`src/rtl/mu0_pkg.sv`:
```
// Shared MU0 definitions: opcodes, memory-sequencer states and field widths.
// Imported by the core and by the memory sequencer.
package mu0_pkg;

    localparam int ADDR_W = 12;
    localparam int DATA_W = 16;

    typedef enum logic [3:0] {
        LDA = 4'd0,
        STO = 4'd1,
        ADD = 4'd2,
        SUB = 4'd3,
        JMP = 4'd4,
        JGE = 4'd5,
        JNE = 4'd6,
        STP = 4'd7,
        OUT = 4'd8
    } opcode_t;

    typedef enum logic [2:0] {
        IDLE    = 3'd0,
        FETCH   = 3'd1,
        DECODE  = 3'd2,
        OPERAND = 3'd3,
        STORE   = 3'd4,
        EXEC    = 3'd5,
        HALT    = 3'd6
    } seq_state_t;

    // Opcodes whose execute step consumes a word read from instr[11:0].
    function automatic logic needs_operand(input opcode_t op);
        return (op == LDA) || (op == ADD) || (op == SUB);
    endfunction

endpackage

```
`src/rtl/mu0_req_timer.sv`:
```
// Per-request wait counter: counts cycles spent waiting for mem_ack and flags
// the cycle in which the count reaches TIMEOUT.
module mu0_req_timer #(
    parameter int TIMEOUT = 16
) (
    input  logic clk,
    input  logic rst,
    input  logic i_clear,
    input  logic i_wait,
    output logic o_expired
);

    localparam int CW = $clog2(TIMEOUT + 1);

    logic [CW-1:0] r_cnt;

    // Saturates at TIMEOUT so a stalled sequencer never wraps back to zero.
    always_ff @(posedge clk) begin
        if (rst || i_clear)
            r_cnt <= '0;
        else if (i_wait && (r_cnt != CW'(TIMEOUT)))
            r_cnt <= r_cnt + 1'b1;
    end

    // Fires in the wait cycle whose increment makes the count hit TIMEOUT,
    // so the owner can drop the request on that same edge.
    assign o_expired = i_wait && (r_cnt == CW'(TIMEOUT - 1));

endmodule

```
`src/rtl/mu0_mem_sequencer.sv`:
```
// MU0 memory sequencer: fetches an instruction, performs the operand read or
// store it needs over a single-port memory, then strobes the core to execute.
module mu0_mem_sequencer
    import mu0_pkg::*;
#(
    parameter int TIMEOUT = 16
) (
    input  logic              clk,
    input  logic              rst,
    input  logic              running,
    input  logic [ADDR_W-1:0] pc,
    input  logic [DATA_W-1:0] writedata,
    output logic [DATA_W-1:0] instr,
    output logic [DATA_W-1:0] readdata,
    output logic              validRead,
    output logic              mem_req,
    output logic              mem_write,
    output logic [ADDR_W-1:0] mem_addr,
    output logic [DATA_W-1:0] mem_wdata,
    input  logic              mem_ack,
    input  logic [DATA_W-1:0] mem_rdata,
    output logic              err
);

    seq_state_t        r_state;
    logic [DATA_W-1:0] r_instr;
    logic [DATA_W-1:0] r_readdata;
    logic              r_valid;
    logic              r_mem_req;
    logic              r_mem_write;
    logic [ADDR_W-1:0] r_mem_addr;
    logic [DATA_W-1:0] r_mem_wdata;
    logic              r_err;

    opcode_t w_op;
    logic    w_clear;
    logic    w_wait;
    logic    w_expired;

    assign w_op   = opcode_t'(r_instr[15:12]);
    assign w_wait = r_mem_req && !mem_ack;

    // Clear on every transition into a request state.
    assign w_clear = ((r_state == IDLE) && running) ||
                     ((r_state == DECODE) && (needs_operand(w_op) || (w_op == STO)));

    mu0_req_timer #(
        .TIMEOUT (TIMEOUT)
    ) u_timer (
        .clk       (clk),
        .rst       (rst),
        .i_clear   (w_clear),
        .i_wait    (w_wait),
        .o_expired (w_expired)
    );

    // Request outputs are registered on the transition into each state, so a
    // zero-wait memory sees mem_req in the first cycle of FETCH/OPERAND/STORE.
    always_ff @(posedge clk) begin
        if (rst) begin
            r_state     <= IDLE;
            r_instr     <= '0;
            r_readdata  <= '0;
            r_valid     <= 1'b0;
            r_mem_req   <= 1'b0;
            r_mem_write <= 1'b0;
            r_mem_addr  <= '0;
            r_mem_wdata <= '0;
            r_err       <= 1'b0;
        end else if (w_expired) begin
            r_err       <= 1'b1;
            r_mem_req   <= 1'b0;
            r_mem_write <= 1'b0;
            r_state     <= HALT;
        end else begin
            case (r_state)
                IDLE: begin
                    if (running) begin
                        r_state     <= FETCH;
                        r_mem_req   <= 1'b1;
                        r_mem_write <= 1'b0;
                        r_mem_addr  <= pc;
                    end
                end
                FETCH: begin
                    if (mem_ack) begin
                        r_instr   <= mem_rdata;
                        r_mem_req <= 1'b0;
                        r_state   <= DECODE;
                    end
                end
                DECODE: begin
                    if (needs_operand(w_op)) begin
                        r_state     <= OPERAND;
                        r_mem_req   <= 1'b1;
                        r_mem_write <= 1'b0;
                        r_mem_addr  <= r_instr[11:0];
                    end else if (w_op == STO) begin
                        r_state     <= STORE;
                        r_mem_req   <= 1'b1;
                        r_mem_write <= 1'b1;
                        r_mem_addr  <= r_instr[11:0];
                        r_mem_wdata <= writedata;
                    end else begin
                        r_state <= EXEC;
                        r_valid <= 1'b1;
                    end
                end
                OPERAND: begin
                    if (mem_ack) begin
                        r_readdata <= mem_rdata;
                        r_mem_req  <= 1'b0;
                        r_valid    <= 1'b1;
                        r_state    <= EXEC;
                    end
                end
                STORE: begin
                    if (mem_ack) begin
                        r_mem_req   <= 1'b0;
                        r_mem_write <= 1'b0;
                        r_valid     <= 1'b1;
                        r_state     <= EXEC;
                    end
                end
                EXEC: begin
                    r_valid <= 1'b0;
                    r_state <= IDLE;
                end
                HALT: begin
                    r_state <= HALT;
                end
                default: begin
                    r_state   <= IDLE;
                    r_valid   <= 1'b0;
                    r_mem_req <= 1'b0;
                end
            endcase
        end
    end

    assign instr     = r_instr;
    assign readdata  = r_readdata;
    assign validRead = r_valid;
    assign mem_req   = r_mem_req;
    assign mem_write = r_mem_write;
    assign mem_addr  = r_mem_addr;
    assign mem_wdata = r_mem_wdata;
    assign err       = r_err;

endmodule

```
`config.mk`:
```
export PLATFORM = sky130hd
export DESIGN_NAME = mu0_mem_sequencer
export DESIGN_NICKNAME = d
export VERILOG_FILES = /design/src/rtl/mu0_pkg.sv /design/src/rtl/mu0_req_timer.sv /design/src/rtl/mu0_mem_sequencer.sv
export SDC_FILE = /design/constraint.sdc
export NUM_CORES = 1
export LEC_CHECK = 0
export CELL_PAD_IN_SITES_DETAIL_PLACEMENT = 1
export CELL_PAD_IN_SITES_GLOBAL_PLACEMENT = 1
export CORE_UTILIZATION = 36
export CTS_BUF_LIST = sky130_fd_sc_hd__clkbuf_8
export CTS_CLUSTER_SIZE = 28
export DETAILED_ROUTE_END_ITERATION = 10
export GPL_TIMING_DRIVEN = 0
export PLACE_DENSITY = 0.86
export SKIP_CTS_REPAIR_TIMING = 1
export SYNTH_ARGS = -nofsm -noshare
export SYNTH_HDL_FRONTEND = slang
export SYNTH_SLANG_ARGS = --single-unit
export TNS_END_PERCENT = 10
```
`constraint.sdc`:
```
create_clock -name clk -period 4.8 [get_ports clk]
set_clock_uncertainty 0.15 [all_clocks]
set_input_delay 0.96 -clock clk [delete_from_list [all_inputs] [get_ports clk]]
set_output_delay 0.96 -clock clk [all_outputs]
set_load 0.01 [all_outputs]
```
### Yosys cells after proc, flatten, opt, wreduce, memory -nomap -nowiden

Cells that the tools add are included.

| word-level totals | value |
|---|---|
| bits in registers | 72 |
| input port bits | 48 |

| cells by class | value |
|---|---|
| $add $sub $neg | 1 |
| equal/unequal tests | 22 |
| mux-type cells | 23 |
| bitwise gates (word level) | 4 |
| reduce and logical (&&, ||, !) cells | 29 |

Operator list:

| kind | number |
|---|---|
| two-way mux 12 bit | 3 |
| case mux 12 bit (2 select lines) | 1 |
| AND reduction 4 bit | 4 |
| two-way mux 3 bit | 5 |
| case mux 3 bit (5 select lines) | 1 |
| AND reduction 3 bit | 4 |
| two-way mux 1 bit | 10 |
| inequality test 2 bit (second input constant) | 5 |
| == test 3 bit (second input constant) | 3 |
| == test 4 x 2 -> 1 bit (second input constant) | 2 |
| == test 3 x 2 -> 1 bit (second input constant) | 2 |
| inequality test 3 x 1 -> 1 bit (second input constant) | 2 |
| inequality test 3 x 2 -> 1 bit (second input constant) | 2 |
| case mux 1 bit (3 select lines) | 2 |
| OR reduction 2 bit | 3 |
| OR reduction 3 bit | 2 |
| adder 5 x 1 -> 5 bit (second input constant) | 1 |
| == test 5 x 4 -> 1 bit (second input constant) | 1 |
| logical AND 1 bit | 5 |
| logical OR 1 bit | 5 |
| inequality test 5 bit (second input constant) | 1 |
| AND reduction 5 bit | 1 |
| == test 4 x 1 -> 1 bit (second input constant) | 1 |
| zero test 4 bit | 1 |
| 8 further kinds | 12 |

### Depth between registers and ports, before layout

| depth | value |
|---|---|
| depth after elaboration | 7 |
| mapped depth | 9 |
| gate-level depth less buffers | 7 |

### Hierarchy

Synthesis repeated with hierarchy kept, for this count alone.

| second synthesis, totals | value |
|---|---|
| cell total of the unflattened synthesis | 366 |
| area, all modules | 3,029.2 µm² |

Modules (own cells, without submodules):

| module | instances | cells each | area an instance (µm²) | seq. area each (µm²) |
|---|---|---|---|---|
| mu0_mem_sequencer | 1 | 335 | 2,742.6 | 1,341.3 |
| mu0_req_timer | 1 | 31 | 286.5 | 100.1 |

### Least setup slack after synthesis

OpenSTA, ideal clock, no wires.

| timing path | value |
|---|---|
| kind | in2reg |
| from | input mem_ack |
| to | register r_mem_wdata[10] (netlist: mem_wdata[10]) |
| setup time | 0.072 ns |
| data arrival time | 2.456 ns |
| data required time | 4.578 ns |
| slack | 2.122 ns |
| stages on the path | 6 |
| path through | buf_2 > or2b_2 > a21o_2 > nor4_4 > buf_6 > mux2i_1 |

| on the way | value |
|---|---|
| longest elaborated chain between the ends | 5 |

RTL lines:

| element | line | source |
|---|---|---|
| from (decl) | mu0_mem_sequencer.sv:20 | `input logic mem_ack,` |
| zero test 1 bit | mu0_mem_sequencer.sv:41 | `assign w_wait = r_mem_req && !mem_ack;` |
| logical AND 1 bit | mu0_mem_sequencer.sv:41 |  |
| logical AND 1 bit | mu0_req_timer.sv:27 | `assign o_expired = i_wait && (r_cnt == CW'(TIMEOUT - 1));` |
| inverter 1 bit (no source line) | n/a |  |
| AND reduction 4 bit (no source line) | n/a |  |
| to (signal assigned) | mu0_mem_sequencer.sv:103 | `r_mem_wdata <= writedata;` |
| to (decl) | mu0_mem_sequencer.sv:32 | `logic [DATA_W-1:0] r_mem_wdata;` |

Every way passes these cells.
A chain may end at the register's enable or synchronous reset.

==> results.md <==
- Core Region: 8300 um2
- CP Cell Sequence: clkdlybuf4s50_1 > or2b_2 > and3_4 > nor4_4 > buf_6 > mux2i_1
- Leak: ~1.6 nW
- Vias: 2915
- Drt first-iter violations: 137
- Largest net degree at the start of global routing: 14
- Sequential cell area fraction in the yosys report: 46.0%
- Root Buffer: clkbuf_8
- Type of the worst setup path: input port to register
- Port Buffer Count: 109
- Post-Syn Area: about 3100 um2
- Initial core utilization: 37.8%
- Final Setup Violations: 0
- Status: finished clean
- WL final: roughly 9.4 mm
- Post-synth top area cell: dfxtp_1
- CTS tree: built
- CTS Buffer Depth: 2
- Skew-Pair Late Insertion Delay: 350 ps
- Layout area overhead: 45.3%
- Fin crit period: 2990 ps
- Proportion of layout cells with a drive suffix above 1: slightly above 7%
- Final Slew Violations: 0
- Worst EP arrival: 3120 ps
- Top-area cell type share of the netlist area: between 40 and 50%
- Post-synth top flop: dfxtp_1
- Fmax: 334 MHz
- Grt ovf: 0
- Synth Net Count: 404
- Number of global-route vias before repair: about 3200
- IO Pins: 112
- Slowest cell on crit path: nor4_4
- Synth Instances: about 350
- Num rows: 33
- Nets@finish: 524
- Antenna cells: 0
- Clock Sinks: 72
- Power Dens Cells: between 300 and 400 nW/um2
- Hold WS: 307 ps
- Async set-or-reset flop fraction in the synthesized netlist: 0%
- Worst Setup End Kind: register
- Largest vdd supply drop: 140 uV
- Final hold violations: 0
- Remaining antenna violation count: 0
- Syn_area_per_cell: 8.88 um2
- Floorplan die width: 95.3 um
- RSZ-0062 raised after global routing: false
- Post-synth EDFFs: 0
- Nature of the critical path startpoint: input port
- Wire length per cell: 16.1 um
- GP Congestion: 0.811
- Synth cell types: 45
- Die area: 9080 um2
- Initial antenna violation count: 0
- FF+latch count, synth: 72
- Worst slew margin: 56.8%
- CTS H-tree depth: 3
- Die Y: around 95 um
- Num CTS Buffers: 9
- Max-capacitance violation count: 0
- Ys Warns: 0
- DP Wirelength: approximately 7.3 mm
- Clock-pin slew on the worst setup and hold paths: around 80 ps
- Crit path max fanout: 10
- Setup TNS: 0 ps
- Period Utilization, post-route: 62.4%
- DRC viols: 0
- Global-route usage over all layers: 22.3%
- Initial DRT Pass Iterations: 4
- Slew @ Worst Pin: 644 ps
- Vias per cell: about 5.0
- Critical path's largest stage delay: 600 ps
- Global-route wire length before repair: 15.3 mm
- Hold Path Class: register to register
- Synth area leaders: dfxtp_1 (46%), mux2i_1 (9.6%), nand2_1 (8.1%), nand2b_1 (6.8%), a21oi_1 (5.9%)
- Crit path required time: 4930 ps
[through the flow]
stage	std cells	worst slack [ps]	instance area (um2)	utilization, %	power [mW]
6_report	583	1810	4550	54.9	1.41
2_1_floorplan	353	2120	3130	-	0.799
3_5_place_dp	567	1410	4360	52.5	0.935
3_3_place_gp	567	1490	4360	52.5	0.924
5_1_grt	583	1730	4550	54.9	1.47
4_1_cts	583	1770	4550	54.9	1.42
[metal layers]
metal	share of wire [%]	wire length, um	GRT usage [%]	vias to the layer above
met5	0	0	0	-
met4	1.6	153	8.08	0
met3	7.9	741	8.29	13
met2	51	4750	40.4	80
met1	40	3730	23.3	1386
li1	-	-	-	1436
[logic make-up after synthesis]
family                   share of synthesized area [%]
AO/OA/AOI/OAI                                     14.1
XOR/XNOR                                          1.12
adder cells (fa/ha/maj)                           1.20
buffers and inverters                             4.39
flip-flops                                        46.0
multiplexers                                      9.58
AND/OR/NAND/NOR                                   23.6
[path summary, 6_finish.rpt]
| kind | slack, ps | to | startpoint | depth (start not counted) |
|---|---|---|---|---|
| max | 1810 | mem_wdata[8]$_SDFFE_PP0P_ | running | 6 |
| min | 310 | readdata[7]$_SDFFE_PP0P_ | readdata[7]$_SDFFE_PP0P_ | 2 |
| max reg2reg | 2090 | mem_wdata[8]$_SDFFE_PP0P_ | u_timer.r_cnt[0]$_SDFFE_PP0P_ | 8 |
| min reg2reg | 310 | readdata[7]$_SDFFE_PP0P_ | readdata[7]$_SDFFE_PP0P_ | 2 |
[cell usage after synthesis, types with 2 or more instances]
| master | count |
|---|---|
| ha_1 | 3 |
| mux2i_1 | 30 |
| clkbuf_8 | 2 |
| a211oi_1 | 14 |
| and3_1 | 2 |
| a31oi_1 | 2 |
| buf_2 | 4 |
| inv_1 | 4 |
| xnor2_1 | 2 |
| a21oi_1 | 37 |
| dfxtp_1 | 72 |
| or2b_2 | 2 |
| nor2b_1 | 3 |
| nor2_1 | 25 |
| nand2b_1 | 34 |
| nor3_1 | 3 |
| o21ai_0 | 4 |
| nand2_1 | 68 |
| xor2_1 | 2 |
| clkbuf_1 | 15 |
[flip-flops by register name, indices dropped and copies added (netlist names)]
signal and cells:
r_state 3, mem_wdata 16, mem_addr 12, instr 16, mem_write 1, mem_req 1, readdata 16, u_timer.r_cnt 5
err 1, validRead 1
[report_power, final]
part | total (mW) | leakage (nW) | internal [mW] | switching (mW)
clock | 0.486 | 0.105 | 0.241 | 0.245
sequential | 0.651 | 0.585 | 0.628 | 0.0229
combinational | 0.269 | 0.892 | 0.140 | 0.129
[cell usage in the layout (no fill, tap or decap), drive strengths merged, types with 2 or more instances in the layout]
cell type,n
nand2,68
dfxtp,72
nor2,25
nor2b,3
nand2b,34
o21ai,4
xor2,2
xnor2,2
a21o,2
o31a,2
a31oi,2
a21oi,37
and3,3
clkbuf,26
or2b,2
mux2i,30
ha,3
a211oi,14
clkinv,5
clkdlybuf4s50,109
inv,5
buf,6
nor3,3
[worst max-delay path: cells and delay by family]
kind	cells	cell delay, ps
buf+inv	2	770
mux	1	220
simple gates	3	1170
[area by class of cell]
cell class,count,area (um2)
fill,975,3750
multi-input combinational,254,1550
sequential,72,1440
timing repair buffer,109,1090
tap,105,131
clock buffer,9,124
buffer,23,123
clock inverter,7,73.8
inverter,4,15.0
No activity file was read; power rests on OpenSTA's default activity.
